--- config.mk ---
export PLATFORM = sky130hd
export DESIGN_NAME = sfq_toggle_rx
export DESIGN_NICKNAME = d
export VERILOG_FILES = /design/src/rtl/sfq_rx_pkg.sv /design/src/rtl/sfq_toggle_sync.sv /design/src/rtl/sfq_toggle_rx.sv
export SDC_FILE = /design/constraint.sdc
export NUM_CORES = 1
export LEC_CHECK = 0
export CORE_AREA = 2 2 63 65
export CTS_BUF_LIST = sky130_fd_sc_hd__clkbuf_16
export DETAILED_ROUTE_END_ITERATION = 8
export DIE_AREA = 0 0 65 67
export PLACE_DENSITY = 0.72
export RECOVER_POWER = 50
export REMOVE_ABC_BUFFERS = 1
export SETUP_SLACK_MARGIN = 0.2
export SYNTH_ARGS = -nofsm -noshare
export SYNTH_HDL_FRONTEND = slang
export SYNTH_SLANG_ARGS = --single-unit
--- constraint.sdc ---
create_clock -name clk -period 1.55 [get_ports clk]
set_input_delay 0.31 -clock clk [delete_from_list [all_inputs] [get_ports clk]]
set_output_delay 0.31 -clock clk [all_outputs]
set_load 0.01 [all_outputs]
--- src/rtl/sfq_rx_pkg.sv ---
// Shared types and defaults for the SFQ toggle-line receive blocks.
//   rx_state_t : receive FSM state encoding (IDLE, DATA, STOP)
//   *_DEF      : default parameter values for the receiver
//   clog2      : counter width helper, never returns less than 1
package sfq_rx_pkg;

  typedef enum logic [1:0] {
    IDLE = 2'd0,
    DATA = 2'd1,
    STOP = 2'd2
  } rx_state_t;

  localparam int WIDTH_DEF       = 8;
  localparam int SYNC_STAGES_DEF = 2;
  localparam int CNT_W_DEF       = 16;

  function automatic int clog2(input int value);
    int r;
    r = 0;
    while ((1 << r) < value) r++;
    if (r < 1) r = 1;
    return r;
  endfunction

endpackage

--- src/rtl/sfq_toggle_sync.sv ---
// Synchronizer and edge detector for a toggle-encoded SFQ pulse line.
//   clk   in  sampling clock, rising edge
//   rst   in  asynchronous, active-high reset
//   line  in  toggle-encoded line, asynchronous to clk
//   evt   out registered 1-cycle strobe, one per detected level change
module sfq_toggle_sync
  import sfq_rx_pkg::*;
#(
  parameter int SYNC_STAGES = SYNC_STAGES_DEF
) (
  input  logic clk,
  input  logic rst,
  input  logic line,
  output logic evt
);

  logic [SYNC_STAGES-1:0] sync_q;
  logic [SYNC_STAGES:0]   prime_q;
  logic                   prev;
  logic                   prime;
  logic                   sync_out;

  assign sync_out = sync_q[SYNC_STAGES-1];
  // The chain comes out of reset holding 0, so a line parked at 1 would look
  // like an edge while the chain fills. prime stays high until the chain and
  // prev both carry real line samples; no evt is raised before that.
  assign prime = prime_q[SYNC_STAGES];

  always_ff @(posedge clk or posedge rst) begin
    if (rst) begin
      sync_q  <= '0;
      prime_q <= '1;
      prev    <= 1'b0;
      evt     <= 1'b0;
    end else begin
      sync_q  <= {sync_q[SYNC_STAGES-2:0], line};
      prime_q <= {prime_q[SYNC_STAGES-1:0], 1'b0};
      prev    <= sync_out;
      evt     <= !prime && (sync_out ^ prev);
    end
  end

endmodule

--- src/rtl/sfq_toggle_rx.sv ---
// Receive end of the toggle-encoded SFQ pulse line. Every level change is one
// pulse; a frame is a start pulse, WIDTH data slots (LSB first, pulse = 1) and
// an empty stop slot. Completed words go to a one-entry valid/ready buffer.
//   clk        in   sampling clock, rising edge
//   rst        in   asynchronous, active-high reset
//   in         in   toggle-encoded line, asynchronous to clk
//   enable     in   1 = receive frames, 0 = abort and hold in IDLE
//   data_out   out  received word, stable while valid=1
//   valid      out  word available
//   ready      in   consumer accepts word on valid&ready at clk edge
//   frame_err  out  1-cycle pulse: stop slot carried a pulse
//   overrun    out  1-cycle pulse: completed word dropped, buffer full
//   pulse_cnt  out  free-running count of detected pulses (wraps)
module sfq_toggle_rx
  import sfq_rx_pkg::*;
#(
  parameter int WIDTH       = WIDTH_DEF,
  parameter int SYNC_STAGES = SYNC_STAGES_DEF,
  parameter int CNT_W       = CNT_W_DEF
) (
  input  logic             clk,
  input  logic             rst,
  input  logic             in,
  input  logic             enable,
  output logic [WIDTH-1:0] data_out,
  output logic             valid,
  input  logic             ready,
  output logic             frame_err,
  output logic             overrun,
  output logic [CNT_W-1:0] pulse_cnt
);

  localparam int             BCW       = clog2(WIDTH);
  localparam logic [BCW-1:0] LAST_SLOT = BCW'(WIDTH - 1);

  rx_state_t        state;
  logic [BCW-1:0]   bit_cnt;
  logic [WIDTH-1:0] sreg;
  logic             evt;
  logic             word_done;
  logic             stop_err;
  logic             pop;

  sfq_toggle_sync #(
    .SYNC_STAGES (SYNC_STAGES)
  ) u_sync (
    .clk  (clk),
    .rst  (rst),
    .line (in),
    .evt  (evt)
  );

  // Stop slot decides the frame; dropping enable there discards silently.
  assign word_done = (state == STOP) && enable && !evt;
  assign stop_err  = (state == STOP) && enable && evt;
  assign pop       = valid && ready;

  // Frame sequencing
  always_ff @(posedge clk or posedge rst) begin
    if (rst) begin
      state   <= IDLE;
      bit_cnt <= '0;
    end else begin
      unique case (state)
        IDLE: begin
          if (evt && enable) begin
            state   <= DATA;
            bit_cnt <= '0;
          end
        end
        DATA: begin
          if (!enable) begin
            state <= IDLE;
          end else begin
            bit_cnt <= bit_cnt + BCW'(1);
            if (bit_cnt == LAST_SLOT) state <= STOP;
          end
        end
        // A pulse in the stop slot is consumed as the error, never as a start.
        STOP:    state <= IDLE;
        default: state <= IDLE;
      endcase
    end
  end

  // Data slots shift in from the top so slot 0 lands in bit 0 after WIDTH slots.
  always_ff @(posedge clk) begin
    if ((state == DATA) && enable) sreg <= {evt, sreg[WIDTH-1:1]};
  end

  // Output buffer, flags and pulse counter
  always_ff @(posedge clk or posedge rst) begin
    if (rst) begin
      data_out  <= '0;
      valid     <= 1'b0;
      frame_err <= 1'b0;
      overrun   <= 1'b0;
      pulse_cnt <= '0;
    end else begin
      frame_err <= stop_err;
      overrun   <= word_done && valid && !ready;
      pulse_cnt <= pulse_cnt + CNT_W'(evt);
      // A pop in the same cycle frees the slot, so the new word replaces it.
      if (word_done && (!valid || ready)) begin
        data_out <= sreg;
        valid    <= 1'b1;
      end else if (pop) begin
        valid <= 1'b0;
      end
    end
  end

endmodule

==> impl_summary.log, run 1 <==
[metrics] setup repair after global routing missed its margin: true
[metrics] Post-Route Skew: approximately 0.0084 ns
[metrics] placeable core region: about 3600 um^2
[metrics] number of vias per cell: approximately 5.2
[metrics] Die Wd: approximately 65 um
[metrics] total routing resource utilization after global routing: 18.1%
[metrics] total die area: 4360 um^2
[metrics] post-route core utilization: a little over two thirds
[metrics] share of the clock period used by the worst path after layout: roughly nine tenths
[metrics] share of final-layout standard cells stronger than drive strength 1: a little under a third
[metrics] layout overhead on the synthesized area: 42.2%
[metrics] initial standard-cell utilization of the core: about half
[metrics] drt initial violations: about 60
[metrics] footprint of the flip-flops and latches: roughly 1200 um^2
[metrics] # nets final: around 190
[metrics] async set-or-reset flop fraction in the synthesized netlist: 83.0%
[metrics] number of violations of the max-capacitance limit: 0
[metrics] run status: finished clean
[metrics] worst ir drop on vdd: approximately 0.74 mV
[metrics] Crit-path slowest cell: sky130_fd_sc_hd__dfrtp_1
[metrics] Seq cells post-synth: between 40 and 50
[metrics] Leak Pwr: roughly 1.3 nW
[metrics] Num Clock Sinks: between 40 and 50
[metrics] final worst path period need: 1.39 ns
[metrics] Critical Path Max Stage Delay: roughly 0.46 ns
[metrics] via count of the routed design: 1179
[metrics] number of warnings reported in the yosys synthesis log: 0
[metrics] Clock Tree Buf Depth: 2
[metrics] Distinct cells, synth: 26
[metrics] antenna violations before repair: 0
[metrics] number of synthesized flops with an enable pin: 8
[metrics] footprint of the multi-input gates: roughly 660 um^2
[metrics] CTS tree: built
[metrics] clock-pin slew on the worst setup and hold paths: roughly 0.06 ns
[metrics] count of standard-cell rows: 22
[metrics] Post-synth top flop: sky130_fd_sc_hd__dfrtp_1
[metrics] maximum net fanout on the critical path: 5
[metrics] count of endpoints failing setup in the final report: 0
[metrics] final WL: approximately 3.7 mm
[metrics] sequential fraction of the synthesis area: 68.6%
[metrics] synthesized area per cell: roughly 15 um^2
[metrics] I/O pins: 32
[metrics] CTS Hold Buffers Added: 0
[metrics] root buffer cell: sky130_fd_sc_hd__clkbuf_16
[metrics] pre-CTS WS: -0.127 ns
[metrics] Antenna Cells: 0
[metrics] cell family contributing the most delay on the critical path: flip-flops
[metrics] Mapped Area: between 1500 and 2000 um^2
[metrics] first drt pass iteration count: 5
[metrics] count of antenna-violating nets left after detailed routing: 0
[metrics] arrival time worst endpoint: ~1.6 ns
[metrics] worst skew pair latency: around 0.29 ns
[metrics] synthesized instance count: about 120
[metrics] slack of the critical path: 0.159 ns
[metrics] critical-path cell list: ha_4 -> buf_4 -> nand4_1 -> nor4_2 -> xor2_1
[metrics] largest net degree at the start of global routing: 40
[metrics] total overflow reported by the global router: 0
[metrics] type of the setup path with the least slack: flip-flop to flip-flop
[metrics] ratio of total power to cell area: 1190 nW/um^2
[metrics] path category of the worst min-delay check: flip-flop to flip-flop
[metrics] average wire length per cell after detail routing: 16.2 um
[metrics] WP buf/inv: 1
[metrics] number of failing hold endpoints at the final stage: 0
[metrics] sort of element at the end of the critical path: flip-flop
[metrics] wire length of the first global-routing pass: 5.69 mm
[metrics] worst path required time: 1.76 ns
[metrics] last weighted congestion value of the routability-driven placer: ~0.83
[metrics] Inserted Clock Buffers: 5
[metrics] Post-DP HPWL: between 2 and 2.5 mm
[metrics] Chip Height: approximately 67 um
[metrics] DRC violations left: 0
[metrics] number of global-route vias before repair: 1236
[metrics] Sum Neg Setup Slack: 0 ns
[metrics] fillcell total: between 200 and 250
[metrics] number of max-slew violations in the final report: 0
[metrics] count of input and output buffers: 31
[metrics] H-Tree Depth: 2
[metrics] Max Clock Freq: around 720 MHz
[metrics] Critical Path Source Type: flip-flop
where the power goes:
part	leakage [nW]	internal, mW	switching (mW)
combinational	0.620	0.262	0.274
sequential	0.582	1.38	0.110
clock	0.0776	0.580	0.415
total	1.28	2.22	0.799
worst paths after layout:
kind                       slack (ns)              from                end  cells after the start
hold reg to reg                  0.35  u_sync.sync_q[0]   u_sync.sync_q[1]                      0
setup / recovery                 0.16        u_sync.evt      pulse_cnt[15]                      5
min in group asynchronous        0.52               rst        data_out[0]                      3
max in group asynchronous        0.77               rst  u_sync.prime_q[2]                      3
hold / removal                   0.35  u_sync.sync_q[0]   u_sync.sync_q[1]                      0
setup reg to reg                 0.16        u_sync.evt      pulse_cnt[15]                      5
through the flow:
| step | hold WS [ns] | total power, mW | instance area, um^2 | instances |
|---|---|---|---|---|
| 6_report | 0.349 | 3.02 | 2530 | 226 |
| 5_1_grt | 0.363 | 3.14 | 2530 | 226 |
| 4_1_cts | 0.353 | 2.95 | 2450 | 222 |
| 3_5_place_dp | 0.340 | 1.92 | 2210 | 205 |
| 3_3_place_gp | 0.338 | 1.91 | 2210 | 205 |
| 2_1_floorplan | 0.331 | 1.67 | 1770 | 119 |
layout make-up:
type	instances	share of cell area [%]
clock buffers	5	4.95
clock inverters	3	0.445
inverters	2	0.297
multi-input cells	70	26.0
flip-flops and latches	47	48.4
well taps	48	2.37
repair buffers	51	17.6
layout by cell type (no fill, tap or decap), drive strengths merged, types with 6 or more instances in the layout:
master and instances:
dfrtp 36, dlygate4sd2 26, buf 19, xor2 11, mux2 9, edfxtp 8
nand3 8, nor2 7, clkbuf 6
flip-flops by register name, summed over array words and instances, names as in the netlist:
register / cells
pulse_cnt: 16
u_sync.prev: 1
bit_cnt: 3
sreg: 8
overrun: 1
u_sync.prime_q: 3
u_sync.evt: 1
frame_err: 1
state: 2
u_sync.sync_q: 2
data_out: 8
valid: 1
synth_stat cells, types with 2 or more instances:
cell type	number	area share, %
sky130_fd_sc_hd__nand4_2	2	1.4
sky130_fd_sc_hd__mux2_2	9	5.7
sky130_fd_sc_hd__nor4_2	2	1.4
sky130_fd_sc_hd__nor2_1	7	1.5
sky130_fd_sc_hd__nand3_1	8	2.3
sky130_fd_sc_hd__xor2_1	11	5.4
sky130_fd_sc_hd__inv_1	2	0.42
sky130_fd_sc_hd__a22o_1	2	0.98
sky130_fd_sc_hd__edfxtp_1	8	14
sky130_fd_sc_hd__nor3_1	3	0.84
sky130_fd_sc_hd__nand2_1	5	1.1
sky130_fd_sc_hd__dfrtp_1	36	51
sky130_fd_sc_hd__nand4_1	3	1.1
sky130_fd_sc_hd__dfstp_2	3	4.4
sky130_fd_sc_hd__nor4_1	2	0.70
sky130_fd_sc_hd__ha_1	5	3.5
sky130_fd_sc_hd__xnor2_1	4	2.0
what timing repair did:
| action | 4_1_cts | 5_1_grt |
|---|---|---|
| setup endpoints to repair | 44 | 27 |
| buffers inserted | 9 | 4 |
| resized for setup | 42 | 15 |
| pin swaps | 8 | 6 |
| cloned | 0 | 0 |
layer usage:
metal	GRT usage [%]	wire length, um	part of all wire, %	vias up
met4	7.98	58	1.6	0
met2	31.3	2020	55	28
met5	0	0	0	-
met3	5.57	149	4.1	7
li1	-	-	-	534
met1	20.7	1450	39	610
cell families (layout without fill, tap and decap cells):
| group | Yosys count | count (layout) | share of synthesized area, % |
|---|---|---|---|
| AO/OA/AOI/OAI | 3 | 3 | 1.27 |
| XOR/XNOR | 15 | 15 | 7.38 |
| adder cells (fa/ha/maj) | 5 | 5 | 3.52 |
| buffers and inverters | 4 | 61 | 0.914 |
| flip-flops | 47 | 47 | 68.6 |
| multiplexers | 9 | 9 | 5.70 |
| other | 1 | 1 | 0.211 |
| AND/OR/NAND/NOR | 37 | 37 | 12.4 |
(Power assumes the default switching activity.)
==> run 2, diff against run 1 <==
Settings changed: CELL_PAD_IN_SITES_DETAIL_PLACEMENT set to 0, CELL_PAD_IN_SITES_GLOBAL_PLACEMENT set to 1, CORE_AREA 2 2 63 65 to 2 2 69 71, DIE_AREA 0 0 65 67 to 0 0 71 73.
==> run 2 against run 1 <==
  * Maximum frequency is 0.45% higher
  * Cell count is 2.7% higher
  * First-iteration DRC count is 22% higher
  * Worst setup slack better by 0.0062 ns
  * Critical endpoint is now pulse_cnt[8]
  * Largest cell class unchanged
==> impl_summary.log, run 2 (synthesis gave the netlist of run 1 again) <==
[metrics] initial standard-cell utilization of the core: 39.2% (-10 points)
[metrics] root buffer cell: sky130_fd_sc_hd__clkbuf_16
[metrics] first drt pass iteration count: 4 (-1)
[metrics] placed instance area: 2220 um^2 (+0.57%)
[metrics] number of violations of the max-capacitance limit: 0 (unchanged)
[metrics] most used cells in the layout excluding fill and tap cells: 32 x sky130_fd_sc_hd__dfrtp_1, 25 x sky130_fd_sc_hd__dlygate4sd2_1, 16 x sky130_fd_sc_hd__buf_4
[metrics] type of the setup path with the least slack: flip-flop to flip-flop
[metrics] detailed-routed wire length on met2: 1.67 mm (-17%)
[metrics] number of max-slew violations in the final report: 0 (unchanged)
[metrics] Die Wd: 71 um (+9.2%)
[metrics] path category of the worst min-delay check: flip-flop to flip-flop
[metrics] WL met3: 180 um (+21%)
[metrics] drt initial violations: 72 (+22%)
[metrics] largest net degree at the start of global routing: 40 (unchanged)
[metrics] Sum Neg Setup Slack: 0 ns (unchanged)
[metrics] Min-Delay Startpoint: u_sync.sync_q[0]
[metrics] most used cell along the critical path: sky130_fd_sc_hd__ha_4
[metrics] # nets final: 187 (unchanged)
[metrics] Crit-path slowest cell: sky130_fd_sc_hd__dfrtp_1
[metrics] Leak Pwr: 1.32 nW (+3.1%)
[metrics] total overflow reported by the global router: 0 (unchanged)
[metrics] setup slack, reg-to-reg: 0.16 ns (about the same)
[metrics] Inserted Clock Buffers: 5 (unchanged)
[metrics] Antenna Cells: 0 (unchanged)
[metrics] Logic pwr share: 19.4% (+1.6 points)
[metrics] number of global-route vias before repair: 1130 (-8.6%)
[metrics] DRC violations left: 0 (unchanged)
[metrics] cell total after placement: 210 (+2.4%)
[metrics] uppermost metal layer occupied by signal nets: met4
[metrics] Num Clock Sinks: 47 (unchanged)
[metrics] run status: finished clean
[metrics] metal1 wirelength: 1.61 mm (+11%)
[metrics] switching pwr: 867 uW (+8.4%)
[metrics] CTS tree: built
[metrics] Clock Tree Buf Depth: 2 (unchanged)
[metrics] maximum net fanout on the critical path: 4 (-1)
[metrics] sort of element at the end of the critical path: flip-flop
[metrics] placeable core region: 4540 um^2 (+26%)
[metrics] setup repair after global routing missed its margin: true
[metrics] I/O pins: 32 (unchanged)
[metrics] Regs by FF count: pulse_cnt x16, data_out x8, sreg x8
[metrics] largest register by flop count: pulse_cnt
[metrics] clock-pin slew on the worst setup and hold paths: 0.06 ns (about the same)
[metrics] count of endpoints failing setup in the final report: 0 (unchanged)
[metrics] via count of the routed design: 1157 (-1.9%)
[metrics] post-route core utilization: 57.5% (-13 points)
[metrics] final WL: 3.51 mm (-4.3%)
[metrics] Layout Cell Area excl Fill: 2610 um^2 (+3.2%)
[metrics] most common cell after layout, fill and taps aside: sky130_fd_sc_hd__dfrtp_1
[metrics] final worst path period need: 1.39 ns (-0.00621 ns)
[metrics] Post-DP HPWL: 2.22 mm (+7.7%)
[metrics] reg-to-reg critical path startpoint: u_sync.evt
[metrics] H-Tree Depth: 2 (unchanged)
[metrics] last weighted congestion value of the routability-driven placer: 0.790 (-5.3%)
[metrics] total routing resource utilization after global routing: 14.6% (-3.5 points)
[metrics] Chip Height: 73 um (+9.0%)
[metrics] ratio of total power to cell area: 1280 nW/um^2 (+7.1%)
[metrics] Hold Path End: u_sync.sync_q[1]
[metrics] average wire length per cell after detail routing: 15.1 um (-6.8%)
[metrics] Critical Path Max Stage Delay: 0.49 ns (+0.03 ns)
[metrics] worst skew pair latency: 0.29 ns (about the same)
[metrics] total die area: 5180 um^2 (+19%)
[metrics] count of standard-cell rows: 25 (+14%)
[metrics] Post-Route Skew: 0.00659 ns (-0.00178 ns)
[metrics] worst path required time: 1.76 ns (about the same)
[metrics] antenna violations before repair: 0 (unchanged)
[metrics] final total power: 3.33 mW (+10%)
[metrics] share of total power in sequential cells: 43.7% (-5.6 points)
[metrics] depth of the most critical reg-to-reg path: 6 (+1)
[metrics] count of antenna-violating nets left after detailed routing: 0 (unchanged)
[metrics] number of flip-flops under the largest register name: 16 (unchanged)
[metrics] share of the clock period used by the worst path after layout: 89.4% (-0.40 points)
[metrics] clock share of power: 36.9% (+3.9 points)
[metrics] switching part of the total power: 26.0% (-0.48 points)
[metrics] hold depth: 0 (unchanged)
[metrics] share of final-layout standard cells stronger than drive strength 1: 35.4% (+4.5 points)
[metrics] slack of the critical path: 0.165 ns (+0.00621 ns)
[metrics] critical-path cell list: ha_4 -> ha_4 -> buf_4 -> nand3_1 -> nor2_1 -> xor2_1
[metrics] internal power of the cells: 2.46 mW (+11%)
[metrics] Max Clock Freq: 722 MHz (+0.45%)
[metrics] Critical Path Source Type: flip-flop
[metrics] layout overhead on the synthesized area: 46.7%
[metrics] pre-CTS WS: -0.142 ns (-0.0149 ns)
[metrics] number of cells in the finished layout apart from fillers: 232 (+2.7%)
[metrics] wire length of the first global-routing pass: 5.61 mm (-1.5%)
[metrics] number of vias per cell: 4.99 (-4.4%)
[metrics] critical register-to-register path endpoint: pulse_cnt[8]
[metrics] worst ir drop on vdd: 0.808 mV (+9.4%)
[metrics] number of failing hold endpoints at the final stage: 0 (unchanged)
[metrics] count of input and output buffers: 31 (unchanged)
[metrics] worst hold slack: 0.353 ns (+0.00407 ns)
[metrics] arrival time worst endpoint: 1.60 ns (about the same)
[run 2: layout make-up]
class / count / area [um^2]
clock buffer: 5 / 125
clock inverter: 3 / 47.5
fill: 358 / 1930
inverter: 2 / 7.51
multi-input combinational: 70 / 678
sequential: 47 / 1220
tap: 54 / 67.6
timing repair buffer: 51 / 459
[run 2: worst max path at each step]
stage,start,to,slack [ns]
floorplan,pulse_cnt[0],pulse_cnt[12],0.09
global placement,enable,bit_cnt[0],-0.12
global route,u_sync.evt,pulse_cnt[10],0.1
CTS,pulse_cnt[3],pulse_cnt[3],0.05
finish,u_sync.evt,pulse_cnt[8],0.16
detailed placement,enable,bit_cnt[0],-0.14
[run 2: metal layers]
| layer | GRT usage (%) | vias to the layer above |
|---|---|---|
| li1 | - | 538 |
| met1 | 19.6 | 586 |
| met2 | 21.1 | 28 |
| met3 | 5.94 | 5 |
| met4 | 6.29 | 0 |
| met5 | 0 | - |
[run 2: critical path, delay by kind of cell, from the launching register on]
kind | cells | cell delay [ns]
buffers and inverters | 1 | 0.14
AND/OR/NAND/NOR | 2 | 0.20
XOR/XNOR | 1 | 0.15
adder cells (fa/ha/maj) | 2 | 0.34
flip-flops | 1 | 0.49
[run 2: timing repair]
action,CTS,global route
buffers inserted,6,8
gates resized for setup,44,18
hold buffers,0,0
endpoints found under the setup margin,46,16
pin swaps,4,5
[run 2: power groups by stage]
stage                     registers (mW)  logic, mW  clock network [mW]
final                               1.46      0.646                1.23
after global routing                1.47      0.700                1.32
after CTS                           1.46      0.560                1.26
after detailed placement            1.52      0.437                   0
after global placement              1.51      0.423                   0
after floorplan                     1.54      0.132                   0
